--- src/rtl/cpu_seq_pkg.sv ---
// Shared state encodings and defaults for the multicycle CPU sequencer.
package cpu_seq_pkg;

  typedef enum logic [2:0] {
    ST_IDLE   = 3'd0,
    ST_FETCH  = 3'd1,
    ST_DECODE = 3'd2,
    ST_EXEC   = 3'd3,
    ST_MEM    = 3'd4,
    ST_WB     = 3'd5,
    ST_BAD    = 3'd6,
    ST_HALT   = 3'd7
  } seq_state_e;

  localparam int unsigned TIMEOUT_DEFAULT = 16;

endpackage

--- src/rtl/seq_wait_timer.sv ---
// Counts cycles spent waiting on an external handshake; expired is combinational and
// flags the LIMIT-th consecutive waiting cycle so the caller can bail out that same cycle.
module seq_wait_timer
  import cpu_seq_pkg::*;
#(
  parameter int unsigned LIMIT = TIMEOUT_DEFAULT
) (
  input  logic clk,
  input  logic rst_b,
  input  logic clr,
  input  logic en,
  output logic expired
);

  localparam int unsigned W = $clog2(LIMIT + 1);

  logic [W-1:0] cnt_q, cnt_d;

  // cnt_q holds waits already completed, so this cycle is wait number cnt_q+1
  assign expired = en && (cnt_q >= W'(LIMIT - 1));

  always_comb begin
    cnt_d = cnt_q;
    if (clr) begin
      cnt_d = '0;
    end else if (en && !expired) begin
      cnt_d = cnt_q + W'(1);
    end
  end

  always_ff @(posedge clk or negedge rst_b) begin
    if (!rst_b) begin
      cnt_q <= '0;
    end else begin
      cnt_q <= cnt_d;
    end
  end

endmodule

--- src/rtl/cpu_sequencer.sv ---
// Multicycle CPU control sequencer: FETCH/DECODE/EXEC/MEM/WB with timeout-guarded waits.
// Strobes are decoded from the registered state and live inputs; HALT is sticky until reset.
module cpu_sequencer
  import cpu_seq_pkg::*;
#(
  parameter int unsigned TIMEOUT_CYCLES   = TIMEOUT_DEFAULT,
  parameter logic [31:0] RETIRE_RESET_VAL = 32'd0
) (
  input  logic        clk,
  input  logic        rst_b,
  input  logic        cu_halted,
  input  logic        cu_mem_read,
  input  logic        cu_mem_write,
  input  logic        cu_reg_write,
  input  logic        alu_multicycle,
  input  logic        alu_done,
  input  logic        mem_ready,
  output logic        imem_req,
  output logic        dmem_req,
  output logic        ir_write,
  output logic        alu_start,
  output logic        rf_write_en,
  output logic        pc_write,
  output logic        halted,
  output logic        fault,
  output logic [2:0]  state,
  output logic [31:0] retire_count
);

  seq_state_e  state_q, state_d;
  logic        fault_q, fault_d;
  logic [31:0] retire_q, retire_d;
  logic        wait_en, wait_clr, wait_expired;
  logic        mem_op;

  assign mem_op = cu_mem_read | cu_mem_write;

  always_comb begin
    state_d     = state_q;
    fault_d     = fault_q;
    imem_req    = 1'b0;
    dmem_req    = 1'b0;
    ir_write    = 1'b0;
    alu_start   = 1'b0;
    rf_write_en = 1'b0;
    pc_write    = 1'b0;
    wait_en     = 1'b0;
    case (state_q)
      ST_IDLE: state_d = ST_FETCH;
      ST_FETCH: begin
        imem_req = 1'b1;
        wait_en  = 1'b1;
        if (mem_ready) begin
          ir_write = 1'b1;
          state_d  = ST_DECODE;
        end else if (wait_expired) begin
          state_d = ST_HALT;
          fault_d = 1'b1;
        end
      end
      ST_DECODE: begin
        if (cu_halted) begin
          state_d = ST_HALT;
        end else if (cu_mem_read && cu_mem_write) begin
          state_d = ST_HALT;
          fault_d = 1'b1;
        end else begin
          state_d   = ST_EXEC;
          alu_start = alu_multicycle;
        end
      end
      ST_EXEC: begin
        if (alu_multicycle && !alu_done) begin
          wait_en = 1'b1;
          if (wait_expired) begin
            state_d = ST_HALT;
            fault_d = 1'b1;
          end
        end else if (mem_op) begin
          state_d = ST_MEM;
        end else if (cu_reg_write) begin
          state_d = ST_WB;
        end else begin
          pc_write = 1'b1;
          state_d  = ST_FETCH;
        end
      end
      ST_MEM: begin
        dmem_req = 1'b1;
        wait_en  = 1'b1;
        if (mem_ready) begin
          if (cu_mem_read) begin
            state_d = ST_WB;
          end else begin
            pc_write = 1'b1;
            state_d  = ST_FETCH;
          end
        end else if (wait_expired) begin
          state_d = ST_HALT;
          fault_d = 1'b1;
        end
      end
      ST_WB: begin
        rf_write_en = 1'b1;
        pc_write    = 1'b1;
        state_d     = ST_FETCH;
      end
      ST_HALT: ;
      // the spare code is a corrupted state: park in HALT and report it
      default: begin
        state_d = ST_HALT;
        fault_d = 1'b1;
      end
    endcase
  end

  assign wait_clr = (state_d != state_q);
  assign retire_d = retire_q + {31'd0, pc_write};

  seq_wait_timer #(
    .LIMIT(TIMEOUT_CYCLES)
  ) u_wait_timer (
    .clk    (clk),
    .rst_b  (rst_b),
    .clr    (wait_clr),
    .en     (wait_en),
    .expired(wait_expired)
  );

  always_ff @(posedge clk or negedge rst_b) begin
    if (!rst_b) begin
      state_q  <= ST_IDLE;
      fault_q  <= 1'b0;
      retire_q <= RETIRE_RESET_VAL;
    end else begin
      state_q  <= state_d;
      fault_q  <= fault_d;
      retire_q <= retire_d;
    end
  end

  assign state        = state_q;
  assign halted       = (state_q == ST_HALT) || (state_q == ST_BAD);
  assign fault        = fault_q || (state_q == ST_BAD);
  assign retire_count = retire_q;

endmodule

--- config.mk ---
export PLATFORM = sky130hd
export DESIGN_NAME = cpu_sequencer
export DESIGN_NICKNAME = d
export VERILOG_FILES = /design/src/rtl/cpu_seq_pkg.sv /design/src/rtl/seq_wait_timer.sv /design/src/rtl/cpu_sequencer.sv
export SDC_FILE = /design/constraint.sdc
export NUM_CORES = 1
export LEC_CHECK = 0
export ABC_CLOCK_PERIOD_IN_PS = 3900
export BUFFER_PORTS_ARGS = -buffer_cell sky130_fd_sc_hd__buf_2
export CORE_UTILIZATION = 32
export DETAILED_ROUTE_END_ITERATION = 8
export SYNTH_ARGS = -nofsm -noshare
export SYNTH_HDL_FRONTEND = slang
export SYNTH_HIERARCHICAL = 1
export SYNTH_SLANG_ARGS = --single-unit
--- constraint.sdc ---
create_clock -name clk -period 3.9 [get_ports clk]
set_input_delay 0.78 -clock clk [delete_from_list [all_inputs] [get_ports clk]]
set_output_delay 0.78 -clock clk [all_outputs]
set_load 0.02 [all_outputs]
After elaboration in Yosys (flattened, before gate mapping). Cells that the tools add are included.

Add/subtract/negate cells: 2. $mul: 0. Div/mod/pow operators: 0. $lt $le $gt $ge: 1. Equal/unequal tests: 12. Shift-type cells: 0. Multiplexer cells: 34. Bitwise operators: 2. Reduce and logical (&&, ||, !) cells: 14.

Operators by type and width (number): 32-bit by 1-bit adder with 32-bit output (1); 3-bit 2-to-1 mux (9); 1-bit 2-to-1 mux (19); 3-bit one-hot mux with 6 select lines (1); 3-bit equality test (second input constant) (4); 5-bit 2-to-1 mux (2); 2-bit inequality test (second input constant) (4); 3-bit by 2-bit equality test with 1-bit output (second input constant) (2); 5-bit by 1-bit adder with 5-bit output (second input constant) (1); 5-bit by 4-bit >= comparator with 1-bit output (second input constant) (1); 5-bit AND reduction (1); 1-bit logical AND (4); 1-bit one-hot mux with 4 select lines (1); 2-bit OR reduction (2); 3-bit by 1-bit equality test with 1-bit output (second input constant) (1); 3-bit logical NOT (1); 3-bit inequality test (1); 1-bit one-hot mux with 3 select lines (1); 3-bit OR reduction (1); 1-bit logical NOT (2); 1-bit logical OR (2); 1-bit one-hot mux with 2 select lines (1); 2-bit nonzero test (1); 1-bit inverter (1); 1-bit OR (1).

Flip-flop bits (word level): 41. Latch bits: 0. RAM bits: 0. ROM bits: 0. Bits of input ports: 9. Output and inout port bits: 43. Logic and storage cells: 69. Memories kept: 0.

Longest topological paths before layout. Gate-level depths: netlist of run 1.

Word-level depth: 10. Gate-level depth with buffers: 11. Mapped depth without buffers: 11.

By module. The synthesis of run 1 kept the hierarchy.

Modules (own cells, without submodules): cpu_sequencer (times used 1, cells an instance 179, area an instance 1841.8 µm², seq. area each 900.9 µm²); seq_wait_timer (times used 1, cells an instance 27, area an instance 316.6 µm², seq. area each 125.1 µm²).

Worst setup path before layout of run 1. Ideal clock, no wire load.

Path kind: input -> register. Start point: in mem_ready. End point: reg retire_q[26] (netlist: retire_count[26]). Setup time: 131 ps. Data arrival time: 2836 ps. Required time: 3769 ps. Setup slack: 933 ps. Stages: 10. Buffers on the path: 0. Cell sequence: inv_1 nor2_1 o21ai_0 o21ai_0 ha_1 ha_1 nand2_1 nor4_4 nand4_1 xnor2_1.

Word-level cells in the longest chain between the ends: 3.

Ends and longest elaborated chain: from (decl) (line cpu_sequencer.sv:17) `input logic mem_ready,`; 1-bit 2-to-1 mux (line cpu_sequencer.sv:91) `if (mem_ready) begin`; 1-bit one-hot mux with 3 select lines (line cpu_sequencer.sv:48) `case (state_q)`; net pc_write (line cpu_sequencer.sv:23) `output logic pc_write,`; 32-bit by 1-bit adder with 32-bit output (line cpu_sequencer.sv:118) `assign retire_d = retire_q + {31'd0, pc_write};`; net retire_d[26] (line cpu_sequencer.sv:32) `logic [31:0] retire_q, retire_d;`; to (signal assigned) (line cpu_sequencer.sv:138) `retire_q <= retire_d;`; to (decl) (line cpu_sequencer.sv:32).

The timed path passes the listed nets, and every way through them passes these cells. A chain may end at the register's enable or synchronous reset.

Worst setup path after layout of run 1.
Start point: reg state_q[2] (netlist: state[2]). End point: reg u_wait_timer.cnt_q[0].

Word-level cells in the longest chain between the ends: 9. Elaborated cells on any way between the ends: 21. Classes of those cells: eq/ne (7); mux (7); reduce/logical (7).

Ends and longest elaborated chain: from (decl) (line cpu_sequencer.sv:30) `seq_state_e state_q, state_d;`; from (signal assigned) (line cpu_sequencer.sv:136) `state_q <= state_d;`; 3-bit equality test / 3-bit by 1-bit equality test with 1-bit output (equally long branches) (line cpu_sequencer.sv:48); 2-bit OR reduction (no line); 1-bit one-hot mux with 2 select lines (*) (line cpu_sequencer.sv:48); net wait_en (line cpu_sequencer.sv:33) `logic wait_en, wait_clr, wait_expired;`; 1-bit logical AND (*) (line seq_wait_timer.sv:20) `assign expired = en && (cnt_q >= W'(LIMIT - 1));`; net wait_expired (line cpu_sequencer.sv:33); 3-bit 2-to-1 mux (*) (line cpu_sequencer.sv:56, cpu_sequencer.sv:75, cpu_sequencer.sv:98); 3-bit 2-to-1 mux (on tied branches) (line cpu_sequencer.sv:91, cpu_sequencer.sv:53, cpu_sequencer.sv:73); 3-bit one-hot mux with 6 select lines (*) (line cpu_sequencer.sv:48); 3-bit inequality test (*) (line cpu_sequencer.sv:117) `assign wait_clr = (state_d != state_q);`; net wait_clr (line cpu_sequencer.sv:33); 5-bit 2-to-1 mux / 2-bit nonzero test (equally long branches); to (signal assigned) (line seq_wait_timer.sv:35) `cnt_q <= cnt_d;`; to (decl) (line seq_wait_timer.sv:17) `logic [W-1:0] cnt_q, cnt_d;`.

Mark *: on every way through the listed nets, which the timed path passes. The rest lies on a longest branch.

==> out/metrics.csv, run 1 <==
stage;metric;value;unit
status;status;finished with violations;
status;failing checks;DRC;
global_routing;GRT overflow;0;
timing;RSZ-0062 raised after global routing;no;
drt;initial drt markers;90;
worst_setup_path;Worst Setup End Kind;flip-flop;
synthesis;register area share after synthesis;0.475;
timing;Final Skew;5.59;ps
clock_tree;CTS Sinks;41;
drt;antenna viol nets, final;0;
drt;wire length per cell;13.4;microns
global_routing;GRT Total Usage;0.139;
power;pwr/cell area;528;nW/um^2
clock_tree;CTS H-tree depth;2;
layout;# diodes;0;
clock_tree;CTS Root Cell;clkbuf_8;
power;Static Leak;1.28;nW
die;core area;6420;sq um
timing;Max Slew Vio Count;0;
place;DPL Wire Length;3.14;mm
synthesis;Yosys warning total;6;
layout;Area growth syn-to-layout;21.3;%
power;switch share;0.370;
clock_tree;Skew-Pair Late Insertion Delay;290;ps
global_routing;met1 Track Usage GR;0.191;
global_routing;most used routing layer;met2;
timing;Period minus WS final;3000;ps
global_routing;met2 Resource Use GR;0.203;
synthesis;area leader, netlist;dfrtp_1;
synthesis;synth cell count leaders;41 x dfrtp_1, 24 x xnor2_1, 17 x nor2_1, 15 x nand3_1, 12 x nand2_1;
worst_setup_path;crit path DAT;3180;ps
layout;Final nets;273;
timing;worst rel slew slack;0.388;
layout;Util after Layout;0.408;
die;die footprint;7080;sq um
clock_tree;CTS buffer count;5;
die;I/O Pins;52;
synthesis;Distinct cells, synth;48;
power;clock power share;0.256;
worst_setup_path;CP Launch Type;flip-flop;
worst_setup_path;Worst Path Required;4080;ps
synthesis;Mapped Cells;206;
clock_tree;CTS tree;built;
clock_tree;post-CTS sizing;0;
clock_tree;Post CTS Setup Buffer Count;0;
layout;share of cells above drive strength 1;0.284;
drt;Post-Route WL;4.53;mm
global_routing;vias in the first global route;1706;
place;number of port buffers;51;
global_routing;first-pass GRT wire length;7.89;mm
global_routing;global-route met3 utilization;0.0415;
timing;TNS Setup;0;ps
synthesis;ys async rst share;1.00;
clock_tree;Hold-fix buffers, CTS;0;
timing;Final Cycle Share;0.769;
synthesis;Synth top area share;0.475;
clock_tree;Reg clk slew, reported paths;80;ps
hold_path;Hold Path Class;reg -> reg;
global_routing;antenna violations before repair;0;
power;Final Power;1.38;mW
power;Pint;871;uW
drt;drc violations;14;
worst_setup_path;critical path fanouts, max;16;
synthesis;Post-synth EDFFs;0;
die;Die Ht;84.1;microns
drt;Pre-antenna DRT Iters;7;
timing;Setup violations, final;0;
power;VDD IR max;0.286;mV
timing;final hold vios;0;
power;Reg power frac;0.425;
worst_setup_path;Crit Path Category;reg -> reg;
drt;detailed-route vias per instance;5.14;
run;Max Cap Viol;0;
drt;vias;1737;
timing;Slew @ Worst Pin;917;ps
synthesis;top cells by area in the synthesized netlist;dfrtp_1 48%, xnor2_1 9.7%, nand3_1 3.5%, nor2_1 3.0%, nand4_1 2.9%;
power;P_sw;511;uW
die;Die X;84.1;microns
global_routing;largest net degree at the start of global routing;42;
synthesis;Post-synth top flop;dfrtp_1;
place;Placer Congestion;0.859;
synthesis;syn avg cell area;10.5;sq um
timing;f_max;0.333;GHz
synthesis;most frequent cell after synthesis;dfrtp_1;
synthesis;#FFs+latches synth;41;
die;effective utilization at floorplan;0.336;
die;row count;29;
synthesis;Post-Syn Nets;219;
clock_tree;Max Buffers Root-to-Sink;2;
power;combinational power share;0.318;
synthesis;Synth Cell Area;2160;sq um
==> path summary, 6_finish.rpt <==
check / startpoint / to / slack (ps) / depth (start not counted)
setup / recovery: state[2] / u_wait_timer/cnt_q[0] / 900 / 12
hold / removal: fault_q / fault_q / 470 / 1
setup reg to reg: state[2] / u_wait_timer/cnt_q[0] / 900 / 12
hold reg to reg: fault_q / fault_q / 470 / 1
max in group asynchronous: rst_b / state[1] / 2710 / 1
min in group asynchronous: rst_b / retire_count[27] / 610 / 1
==> metrics by stage <==
step,hold slack (ps),worst slack (ps),cell area (sq um),cells
2_1_floorplan,430,933,2160,206
3_3_place_gp,451,893,2500,330
3_5_place_dp,459,821,2500,330
4_1_cts,480,918,2620,338
5_1_grt,505,608,2620,338
6_report,474,900,2620,338
==> power groups by stage <==
stage,combinational (mW),clock [mW],sequential [mW]
floorplan,0.301,0,0.590
global placement,0.437,0,0.595
detailed placement,0.440,0,0.595
CTS,0.443,0.371,0.588
global route,0.488,0.386,0.602
finish,0.440,0.354,0.588
==> cells in the final DEF (no fill, tap or decap), drive strengths merged, types with 7 or more instances in the layout <==
cell	n
and3	8
dfrtp	41
buf	54
nand2	12
xnor2	24
clkbuf	7
nor2	18
nand3	16
nand4	11
==> cells by family after synthesis <==
group / after synthesis / share of synthesized area
fa+ha+maj: 4 / 0.0232
simple gates: 93 / 0.259
compound gates: 25 / 0.0800
mux: 4 / 0.0238
buf+inv: 9 / 0.0174
flops: 41 / 0.475
xor+xnor: 30 / 0.122
==> critical path, cell delays in order, from the launching register on <==
cell,delay (ps)
dfrtp_1,630
nor2b_1,330
nor2_1,90
o22ai_1,220
a21boi_0,210
buf_4,170
nor3b_1,60
o21ai_0,140
o41ai_1,100
a21oi_1,420
buf_4,210
nor2_1,40
mux2_4,250
==> state kept, by name, summed over array words and instances, names as in the netlist <==
register,count
fault_q,1
state,3
retire_count,32
u_wait_timer/cnt_q,5
==> metal layers <==
metal / vias to the layer above / wire [microns]
met3: 12 / 339
li1: 842 / -
met2: 58 / 1850
met4: 0 / 104
met5: - / 0
met1: 825 / 2230
==> final cells by class <==
class | instances | area (sq um)
inverters | 2 | 7.51
fillers | 629 | 3800
flip-flops and latches | 41 | 1030
repair buffers | 54 | 278
multi-input cells | 156 | 1090
well taps | 77 | 96.3
clock inverters | 1 | 30.0
clock buffers | 7 | 86.3
Power figures use the tool's default switching activity.
==> inputs of run 2 (changes only) <==
--- a/config.mk
+++ b/config.mk
@@ -5,7 +5,7 @@
 export SDC_FILE = /design/constraint.sdc
 export NUM_CORES = 1
 export LEC_CHECK = 0
-export ABC_CLOCK_PERIOD_IN_PS = 3900
+export ABC_CLOCK_PERIOD_IN_PS = 2900
 export BUFFER_PORTS_ARGS = -buffer_cell sky130_fd_sc_hd__buf_2
 export CORE_UTILIZATION = 32
 export DETAILED_ROUTE_END_ITERATION = 8
==> constraint.sdc (replaced) <==
create_clock -name clk -period 2.9 [get_ports clk]
set_input_delay 0.58 -clock clk [delete_from_list [all_inputs] [get_ports clk]]
set_output_delay 0.58 -clock clk [all_outputs]
set_load 0.02 [all_outputs]
==> run 2 against run 1 <==
Net effect: the flow still finishes with violations (DRC); critical path depth down 1; cell count rose by 1.8%; power up 44%; combinational power up 58%; final area rose by 2.5%; highest routed layer unchanged.
==> out/metrics.csv, run 2 (same netlist as run 1, synthesis figures left out) <==
stage;metric;value;unit
status;status;finished with violations;
status;failing checks;DRC;
timing;final hold vios;0;
die;Die Ht;84.1;microns
clock_tree;Max Buffers Root-to-Sink;2;
place;placed insts;336;
worst_setup_path;Reg2Reg Setup Slack;320;ps
drt;detailed-route vias per instance;5.06;
hold_path;Hold Path Class;in -> async;
clock_tree;CTS Root Cell;clkbuf_8;
clock_tree;Hold-fix buffers, CTS;0;
clock_tree;CTS tree;built;
clock_tree;Skew-Pair Late Insertion Delay;300;ps
timing;worst rel slew slack;0.411;
global_routing;vias in the first global route;1628;
power;pwr/cell area;740;nW/um^2
global_routing;largest net degree at the start of global routing;42;
layout;Finished Layout Cells;344;
drt;vias;1739;
layout;Area growth syn-to-layout;24.4;%
power;VDD IR max;0.366;mV
run;Max Cap Viol;0;
worst_setup_path;CP Launch Type;flip-flop;
drt;Pre-antenna DRT Iters;6;
layout;# diodes;0;
place;number of port buffers;51;
drt;drc violations;14;
global_routing;antenna violations before repair;0;
worst_setup_path;CP cell instances;ha_1, and3_2, ha_1, nor2_2, a21boi_0, buf_4, o41ai_1, a21oi_1, buf_4, or2b_1, mux2i_1;
place;Placer Congestion;0.883;
timing;RSZ-0062 raised after global routing;no;
die;die footprint;7080;sq um
clock_tree;CTS buffer count;5;
drt;initial drt markers;84;
die;Die X;84.1;microns
timing;Period minus WS final;2580;ps
drt;wire length per cell;13.0;microns
global_routing;GRT overflow;0;
layout;Final nets;279;
worst_setup_path;crit-path leading delay family;compound AO/OA/AOI/OAI gates;
timing;f_max;0.388;GHz
place;DP Area;2550;sq um
place;DPL Wire Length;3.17;mm
global_routing;GRT Total Usage;0.137;
timing;final worst slack;324;ps
die;row count;29;
place;setup slack at placement;189;ps
clock_tree;Reg clk slew, reported paths;90;ps
drt;antenna viol nets, final;0;
timing;Setup violations, final;0;
worst_setup_path;Worst R2R Start;u_wait_timer/cnt_q[0];
layout;most frequent cells in the layout;51 x buf_2, 41 x dfrtp_1, 24 x xnor2_1, 17 x nor2_1, 15 x nand3_1;
worst_setup_path;Buf/Inv on CP;2;
worst_setup_path;Crit Path Category;reg -> reg;
clock_tree;CTS H-tree depth;2;
clock_tree;CTS Sinks;41;
worst_setup_path;Worst R2R End;u_wait_timer/cnt_q[1];
layout;most common cell after layout, fill and taps aside;buf_2;
drt;Post-Route WL;4.48;mm
die;I/O Pins;52;
worst_setup_path;Reg2Reg Depth;11;
global_routing;first-pass GRT wire length;7.73;mm
worst_setup_path;Worst Setup End Kind;flip-flop;
timing;Max Slew Vio Count;0;
worst_setup_path;Critical Path Max Stage Delay;450;ps
worst_setup_path;slowest CP cell;dfrtp_1;
layout;max reg flops;32;
layout;share of cells above drive strength 1;0.303;
layout;Util after Layout;0.418;
timing;Final Cycle Share;0.888;
worst_setup_path;critical path fanouts, max;5;
timing;Final Skew;8.32;ps
die;core area;6420;sq um
timing;TNS Setup;0;ps
clock_tree;post-CTS sizing;0;
timing;Slew @ Worst Pin;884;ps
layout;final instance area;2690;sq um
layout;Fillers;611;
worst_setup_path;crit path DAT;2790;ps
worst_setup_path;Worst Path Required;3120;ps
clock_tree;Post CTS Setup Buffer Count;0;
power;Static Leak;1.32;nW
die;effective utilization at floorplan;0.336;
==> run 2: changes by cell type in the layout (fill, tap and decap cells not counted), sizes merged <==
cell,previous run,this run
inv,2,3
clkbuf,7,5
buf,54,60
bufinv,1,2
==> run 2: power by group <==
part           internal (mW)  switching (mW)
clock                  0.347           0.208
combinational          0.297           0.395
sequential             0.638           0.102
==> run 2: routing by layer <==
metal / vias up / GRT usage / wire [microns]
li1: 852 / - / -
met1: 834 / 0.195 / 2240
met2: 51 / 0.197 / 1990
met3: 2 / 0.0396 / 229
met4: 0 / 0.0470 / 22
met5: - / 0 / 0
==> run 2: per-stage QoR <==
step	total power [mW]	hold WS, ps
final	1.99	399
after floorplan	1.20	284
after CTS	2.01	433
after global routing	2.11	483
after detailed placement	1.44	454
after global placement	1.44	446
==> run 2: area by class of cell <==
class / count / area, sq um / share of cell area
flip-flops and latches: 41 / 1030 / 0.382
clock inverters: 3 / 68.8 / 0.0256
clock buffers: 5 / 68.8 / 0.0256
multi-input cells: 156 / 1090 / 0.408
repair buffers: 60 / 323 / 0.120
well taps: 77 / 96.3 / 0.0359
inverters: 2 / 7.51 / 0.00280
==> run 2: worst register-to-register path: stages, from the launching register on <==
cell	delay, ps
dfrtp_1	450
ha_1	230
and3_2	180
ha_1	180
nor2_2	130
a21boi_0	140
buf_4	180
o41ai_1	330
a21oi_1	150
buf_4	180
or2b_1	220
mux2i_1	130
==> run 2: worst max-delay path by stage <==
stage                               start  slack, ps                    end  cells past startpoint
detailed placement              mem_ready        190       retire_count[30]                     12
CTS                 u_wait_timer/cnt_q[0]        310  u_wait_timer/cnt_q[1]                     11
global route                     state[0]        110       retire_count[20]                     11
finish              u_wait_timer/cnt_q[0]        320  u_wait_timer/cnt_q[1]                     11
global placement                mem_ready        190       retire_count[30]                     12
floorplan                        state[1]         50  u_wait_timer/cnt_q[0]                     10
